<file path="src/rtl/alu_types.sv">
// Shared types for the RV32I ALU: operation encodings and a printable name helper.
package alu_types;

    typedef enum logic [3:0] {
        ALU_AND  = 4'b0001,
        ALU_OR   = 4'b0010,
        ALU_XOR  = 4'b0011,
        ALU_SLL  = 4'b0101,
        ALU_SRL  = 4'b0110,
        ALU_SRA  = 4'b0111,
        ALU_ADD  = 4'b1000,
        ALU_SUB  = 4'b1100,
        ALU_SLT  = 4'b1101,
        ALU_SLTU = 4'b1111
    } alu_control_t;

    function automatic string alu_control_name(alu_control_t op);
        case (op)
            ALU_AND:  return "AND";
            ALU_OR:   return "OR";
            ALU_XOR:  return "XOR";
            ALU_SLL:  return "SLL";
            ALU_SRL:  return "SRL";
            ALU_SRA:  return "SRA";
            ALU_ADD:  return "ADD";
            ALU_SUB:  return "SUB";
            ALU_SLT:  return "SLT";
            ALU_SLTU: return "SLTU";
            default:  return "UNDEF";
        endcase
    endfunction

endpackage

</file>
<file path="src/rtl/adder_32.sv">
// 32-bit adder with carry in/out, shared by ADD, SUB and the set-less-than compares.
module adder_32 (
    input  logic [31:0] a,
    input  logic [31:0] b,
    input  logic        c_in,
    output logic [31:0] sum,
    output logic        c_out
);

    assign {c_out, sum} = {1'b0, a} + {1'b0, b} + {32'b0, c_in};

endmodule

</file>
<file path="src/rtl/alu32.sv">
// Combinational RV32I ALU with overflow/zero/equal flags and a registered sticky overflow.
module alu32
    import alu_types::*;
(
    input  logic         clk,
    input  logic         rst,
    input  logic [31:0]  a,
    input  logic [31:0]  b,
    input  alu_control_t op,
    output logic [31:0]  out,
    output logic         overflow,
    output logic         outputs_zero,
    output logic         inputs_equal,
    output logic         overflow_sticky
);

    logic        is_add;
    logic [31:0] adder_b;
    logic [31:0] sum;
    logic        c_out;
    logic        add_ovf;
    logic        sub_ovf;

    // Everything except ADD runs the adder as a - b = a + ~b + 1.
    assign is_add  = (op == ALU_ADD);
    assign adder_b = is_add ? b : ~b;

    adder_32 u_adder (
        .a     (a),
        .b     (adder_b),
        .c_in  (~is_add),
        .sum   (sum),
        .c_out (c_out)
    );

    assign add_ovf = (a[31] == b[31]) && (sum[31] != a[31]);
    assign sub_ovf = (a[31] != b[31]) && (sum[31] != a[31]);

    logic        sr_fill;
    logic [31:0] sl0, sl1, sl2, sl3, sl4;
    logic [31:0] sr0, sr1, sr2, sr3, sr4;

    assign sl0 = b[0] ? {a[30:0],   1'b0}  : a;
    assign sl1 = b[1] ? {sl0[29:0], 2'b0}  : sl0;
    assign sl2 = b[2] ? {sl1[27:0], 4'b0}  : sl1;
    assign sl3 = b[3] ? {sl2[23:0], 8'b0}  : sl2;
    assign sl4 = b[4] ? {sl3[15:0], 16'b0} : sl3;

    // One right shifter serves SRL and SRA; only the fill bit differs.
    assign sr_fill = (op == ALU_SRA) & a[31];
    assign sr0 = b[0] ? {sr_fill,        a[31:1]}    : a;
    assign sr1 = b[1] ? {{2{sr_fill}},   sr0[31:2]}  : sr0;
    assign sr2 = b[2] ? {{4{sr_fill}},   sr1[31:4]}  : sr1;
    assign sr3 = b[3] ? {{8{sr_fill}},   sr2[31:8]}  : sr2;
    assign sr4 = b[4] ? {{16{sr_fill}},  sr3[31:16]} : sr3;

    always_comb begin
        out      = 32'b0;
        overflow = 1'b0;
        case (op)
            ALU_AND:  out = a & b;
            ALU_OR:   out = a | b;
            ALU_XOR:  out = a ^ b;
            ALU_SLL:  out = sl4;
            ALU_SRL:  out = sr4;
            ALU_SRA:  out = sr4;
            ALU_ADD: begin
                out      = sum;
                overflow = add_ovf;
            end
            ALU_SUB: begin
                out      = sum;
                overflow = sub_ovf;
            end
            // Sign of the difference is wrong exactly when the subtraction overflowed.
            ALU_SLT:  out = {31'b0, sum[31] ^ sub_ovf};
            ALU_SLTU: out = {31'b0, ~c_out};
            default: begin
                out      = 32'b0;
                overflow = 1'b0;
            end
        endcase
    end

    assign outputs_zero = (out == 32'b0);
    assign inputs_equal = (a == b);

    always_ff @(posedge clk or posedge rst) begin
        if (rst) begin
            overflow_sticky <= 1'b0;
        end else begin
            overflow_sticky <= overflow_sticky | overflow;
        end
    end

endmodule

</file>
<file path="config.mk">
export PLATFORM = sky130hd
export DESIGN_NAME = alu32
export DESIGN_NICKNAME = d
export VERILOG_FILES = /design/src/rtl/alu_types.sv /design/src/rtl/adder_32.sv /design/src/rtl/alu32.sv
export SDC_FILE = /design/constraint.sdc
export NUM_CORES = 1
export LEC_CHECK = 0
export ABC_AREA = 1
export BUFFER_PORTS_ARGS = -buffer_cell sky130_fd_sc_hd__buf_4
export CAP_MARGIN = 20
export CELL_PAD_IN_SITES_DETAIL_PLACEMENT = 0
export CELL_PAD_IN_SITES_GLOBAL_PLACEMENT = 2
export CORE_ASPECT_RATIO = 1.2
export CORE_MARGIN = 2
export CORE_UTILIZATION = 30
export DETAILED_ROUTE_END_ITERATION = 10
export PLACE_DENSITY = 0.92
export SKIP_CTS_REPAIR_TIMING = 1
export SYNTH_ARGS = -nofsm -noshare
export SYNTH_HDL_FRONTEND = slang
export SYNTH_SLANG_ARGS = --single-unit
</file>
<file path="constraint.sdc">
create_clock -name clk -period 5.3 [get_ports clk]
set_input_delay 1.06 -clock clk [delete_from_list [all_inputs] [get_ports clk]]
set_output_delay 1.06 -clock clk [all_outputs]
set_load 0.01 [all_outputs]
</file>
# Yosys cells after proc, flatten, opt, wreduce, memory -nomap -nowiden
# Index checks and enable logic that the tools add are counted.
dict set report word_totals {
  out_inout_bits 36
  latchBits 0
  reg_bits 1
  memories 0
  mem_bits_rw 0
  mem_bits_ro 0
}
dict set report classes {
  mul 0
  reduce_logical 5
  n_bitwise 9
  mux 13
  n_div 0
  n_eq_ne 14
  order_cmp 0
  shifts 0
  add_sub_neg 2
}
# operator count
set op_table {}
lappend op_table {{2-to-1 mux 32 bit} 11}
lappend op_table {{case mux 32 bit (8 select lines)} 1}
lappend op_table {{adder 32 x 32 -> 33 bit} 1}
lappend op_table {{adder 33 x 1 -> 33 bit} 1}
lappend op_table {{AND 32 bit} 1}
lappend op_table {{== test 32 bit} 1}
lappend op_table {{logical NOT 32 bit} 1}
lappend op_table {{NOT 32 bit} 1}
lappend op_table {{OR 32 bit} 1}
lappend op_table {{bitwise XOR 32 bit} 1}
lappend op_table {{== test 4 bit, second input constant} 4}
lappend op_table {{== test 4 x 3 -> 1 bit, second input constant} 3}
lappend op_table {{== test 4 x 2 -> 1 bit, second input constant} 2}
lappend op_table {{== test 4 x 1 -> 1 bit, second input constant} 1}
lappend op_table {{OR reduction 2 bit} 2}
lappend op_table {{logical AND 1 bit} 2}
lappend op_table {{!= test 1 bit} 2}
lappend op_table {{NOT 1 bit} 2}
lappend op_table {{case mux 1 bit (2 select lines)} 1}
lappend op_table {{AND 1 bit} 1}
lappend op_table {{== test 1 bit} 1}
lappend op_table {{OR 1 bit} 1}
lappend op_table {{bitwise XOR 1 bit} 1}

# Depth between registers and ports, before layout
dict set report logic_depth {
  depth_word 9
  mapped_depth 24
  mapped_depth_nobuf 24
}

# By module
# Synthesis repeated with hierarchy kept, for this count alone.
dict set report hier_totals {
  cells_unflattened 1629
  area_unflattened_um2 8715.9
}
# mod instances seq_area_each_um2 area_each_um2 cells_each
set by_module_without_submodules {}
lappend by_module_without_submodules {alu32 1 25.0 6322.3 1124}
lappend by_module_without_submodules {adder_32 1 0.0 2393.5 505}

# Least setup slack after synthesis
# Ideal clock, no wire load.
dict set report synth_path {
  kind {input-to-output}
  from {in op[3]}
  to {out outputs_zero}
  cell_stages 21
  slack_ps 604
  t_arrival_ps 3636
  path_cell_list {inv_1 > nor2_1 > nand2_1 > buf_1 > xor2_1 > ha_1 > a21oi_1 > o21ai_2 > nand2_1 > nand2_1 > nand2_1 > nand2_1 > o21ai_0 > nor2_1 > nor2_1 > nand2_1 > nor2_1 > nand2_1 > nor2_1 > nand3_1 > nor2_1}
}
# element line
set synth_rtl {}
lappend synth_rtl {{start: declaration} alu32.sv:9} ;# input alu_control_t op,
lappend synth_rtl {{branches (longest 6 deep; another with adder 32 x 32 -> 33 bit)} -}
lappend synth_rtl {{case mux 32 bit (8 select lines) (*)} alu32.sv:60} ;# case (op)
lappend synth_rtl {{named net out[10]} alu32.sv:10} ;# output logic [31:0] out,
lappend synth_rtl {{logical NOT 32 bit (*)} alu32.sv:85} ;# assign outputs_zero = (out == 32'b0);
lappend synth_rtl {{end: declaration} alu32.sv:12} ;# output logic outputs_zero,
# Mark *: on every way through the listed nets, which the timed path passes.

# Worst setup path after layout
dict set report layout_path {
  from {in op[1]}
  to {out outputs_zero}
}
dict set report layout_between {
  elab_chain_cells 9
}
# element line
set layout_lines {}
lappend layout_lines {{== test 4 bit or == test 4 x 3 -> 1 bit (tied branches)} {alu32.sv:25, alu32.sv:60, alu32.sv:50}}
lappend layout_lines {{2-to-1 mux 32 bit or AND 1 bit (tied branches)} {alu32.sv:26, alu32.sv:50}}
lappend layout_lines {{adder 32 x 32 -> 33 bit or 2-to-1 mux 32 bit (tied branches)} {adder_32.sv:10, alu32.sv:51}}
lappend layout_lines {{adder 33 x 1 -> 33 bit or 2-to-1 mux 32 bit (tied branches)} {adder_32.sv:10, alu32.sv:52}}
lappend layout_lines {{!= test 1 bit or 2-to-1 mux 32 bit (tied branches)} {alu32.sv:37, alu32.sv:53}}
lappend layout_lines {{logical AND 1 bit or 2-to-1 mux 32 bit (tied branches)} {alu32.sv:37, alu32.sv:54}}
lappend layout_lines {{bitwise XOR 1 bit or 2-to-1 mux 32 bit (tied branches)} {alu32.sv:76, alu32.sv:55}}
lappend layout_lines {{case mux 32 bit (8 select lines) (*)} alu32.sv:60}
lappend layout_lines {{logical NOT 32 bit (*)} alu32.sv:85}
# Every way passes the cells marked *; elsewhere a longest branch is shown, timed or not.

==> impl_metrics.env <==
export IMPL_slew_viol_final=0
export IMPL_startpoint_type="primary input"
export IMPL_hold_path_class="flop to flop"
export IMPL_p_int_w=0.000427
export IMPL_gp_congestion=1.06
export IMPL_end_kind="output pin"
export IMPL_p_total_w=0.00116
export IMPL_die_area_um2=28500
export IMPL_largestRegisters="overflow_sticky: 1 flops"
export IMPL_ir_worst_vdd_uv=32.9
export IMPL_rows=66
export IMPL_critical_path_max_fanout=11
export IMPL_grt_max_degree=75
export IMPL_yosys_area_share_simple=0.485
export IMPL_start_util=0.303
export IMPL_final_common_cell="nand2_1"
export IMPL_core_um2=26900
export IMPL_synth_top_family_by_area="simple AND/OR/NAND/NOR gates"
export IMPL_nNetsFinal=1873
export IMPL_layout_common_cells="nand2_1 (450), nand3_1 (237), buf_4 (192)"
export IMPL_fillCellCount=3135
export IMPL_drc_errors=0
export IMPL_seq_area_frac_synth=0.00307
export IMPL_p_leak_nw=5.37
export IMPL_io_buffer_count=105
export IMPL_synth_ff_type="dfrtp_1"
export IMPL_place_ws_ns=-0.286
export IMPL_ys_ff_latch=1
export IMPL_synth_cell_types=46
export IMPL_antenna_left=0
export IMPL_status="finished, final reports clean"
export IMPL_fin_worst_skew_ns=0
export IMPL_synth_area_um2=8160
export IMPL_cts_clk_slew_worst_paths_ns=0
export IMPL_arrival_ns=4.13
export IMPL_wl_um=43600
export IMPL_routedWlPerCell_um=21.4
export IMPL_p_clk_frac=0
export IMPL_power_frac_seq=0.010
export IMPL_critPathKind="primary input to output pin"
export IMPL_fmax_mhz=193
export IMPL_areaGrowthSynthToFinish_pct=22.9
export IMPL_multi_input_area_um2=7320
export IMPL_grt_pass1_vias=10800
export IMPL_syn_avg_cell_area_um2=5.17
export IMPL_worstMarginPinSlew_ns=0.886
export IMPL_slew_headroom=0.409
export IMPL_synth_xor_area_frac=0.0343
export IMPL_drt_iter0_drc=908
export IMPL_syn_nets=1748
export IMPL_ios=106
export IMPL_fin_crit_sh=0.979
export IMPL_power_density_nw_per_um2=115
export IMPL_hold_violations=0
export IMPL_vias=11300
export IMPL_drive_above_1_share=0.171
export IMPL_antenna_found_initial=0
export IMPL_fp_dieW_um=155
export IMPL_synth_compound_area_share=0.191
export IMPL_fp_dieH_um=185
export IMPL_grt_pass1_wl_um=64000
export IMPL_synth_edf_count=0
export IMPL_largest_register="overflow_sticky"
export IMPL_ys_async_sr_fraction=1.00
export IMPL_first_pass_iters=5
export IMPL_grt_usage=0.296
export IMPL_grt_overflow_total=0
export IMPL_maxCapViolCount=0
export IMPL_synthAdderAreaFrac=0.153
export IMPL_yosysWarnings=0
export IMPL_via_per_inst=5.54
export IMPL_seq_area_um2=25.0
export IMPL_clk_latency_ns=0
export IMPL_fin_tns_setup_ns=0
export IMPL_hpwl_um=36700
export IMPL_synth_mux_area_frac=0.00368
export IMPL_p_sw_w=0.000730
export IMPL_synthCells=1579
export IMPL_cp_required_ns=4.24
export IMPL_largest_reg_flops=1
export IMPL_finalSetupViolCount=0
export IMPL_n_antenna_cell=0
export IMPL_power_frac_comb=0.990
export IMPL_layout_setup_ws_ns=0.110
export IMPL_min_period_ns=5.19
export IMPL_swShare=0.631
through the flow:
stage / hold WS (ns) / cell area [µm²] / util / instances
global placement: 0.448 / 9680 / 0.360 / 2034
detailed placement: 0.457 / 9680 / 0.360 / 2034
global route: 0.508 / 10000 / 0.372 / 2042
finish: 0.450 / 10000 / 0.372 / 2042
CTS: 0.459 / 9680 / 0.360 / 2034
floorplan: 0.504 / 8160 / - / 1579
synthesized netlist by cell type, types with 14 or more instances:
cell type	instances	area (µm²)
xor2_1	32	280
ha_1	98	1230
o21ai_0	76	380
nand4_1	16	100
a221oi_1	20	175
nand3_1	246	1230
o21ai_1	14	70.1
nand2_1	467	1750
buf_2	32	160
o211ai_1	25	188
clkbuf_1	28	105
inv_1	175	657
a21oi_1	76	380
nor2_1	161	604
logic make-up after synthesis:
kind of cell / count (synthesis)
AOI/OAI and AO/OA: 254
xor gates and xnor gates: 32
adders and majority gates: 99
buffers and inverters: 259
DFF: 1
muxes: 3
and+or+nand+nor: 931
layout make-up:
| cell class | count | area share |
|---|---|---|
| timing repair buffer | 198 | 0.156 |
| sequential | 1 | 0.00250 |
| inverter | 184 | 0.0689 |
| tap | 340 | 0.0424 |
| multi-input combinational | 1319 | 0.730 |
per-layer routing:
layer,global-route usage,wire [µm],up-vias
met5,0,0,-
met3,0.00729,2040,88
li1,-,-,5488
met1,0.376,18300,5312
met2,0.523,21000,419
met4,0.132,2330,0
path summary, 6_finish.rpt:
check                                     startpoint                   endpoint  slack, ns  depth (start not counted)
min                        overflow_sticky$_DFF_PP0_  overflow_sticky$_DFF_PP0_       0.45                          1
min reg2reg                overflow_sticky$_DFF_PP0_  overflow_sticky$_DFF_PP0_       0.45                          1
max                                            op[1]               outputs_zero       0.11                         21
max reg2reg                overflow_sticky$_DFF_PP0_  overflow_sticky$_DFF_PP0_       4.60                          1
max in group asynchronous                        rst  overflow_sticky$_DFF_PP0_       4.30                          2
min in group asynchronous                        rst  overflow_sticky$_DFF_PP0_       0.91                          2
power groups by stage:
stage / clock [W] / combinational [W] / sequential, W
6_report: 0 / 0.00115 / 0.0000111
5_1_grt: 0 / 0.00125 / 0.0000116
4_1_cts: 0 / 0.00108 / 0.0000112
3_5_place_dp: 0 / 0.00108 / 0.0000112
3_3_place_gp: 0 / 0.00108 / 0.0000111
2_1_floorplan: 0 / 0.000624 / 0.0000124
critical path, cell delays in order:
cell and delay [ns]:
buf_4 0.12, nor2_4 0.13, nand2_4 0.12, clkbuf_16 0.20, xor2_1 0.15, ha_2 0.38
nand2_1 0.09, nor2_1 0.14, inv_1 0.13, nor2_2 0.15, nand4_1 0.20, nand3_1 0.15
nand2_1 0.06, nand3_1 0.15, nand3_2 0.17, nor2_1 0.14, nand2_1 0.07, nor2_2 0.13
nand3_1 0.11, nor2_2 0.13, buf_4 0.14
Power figures use the tool's default switching activity.
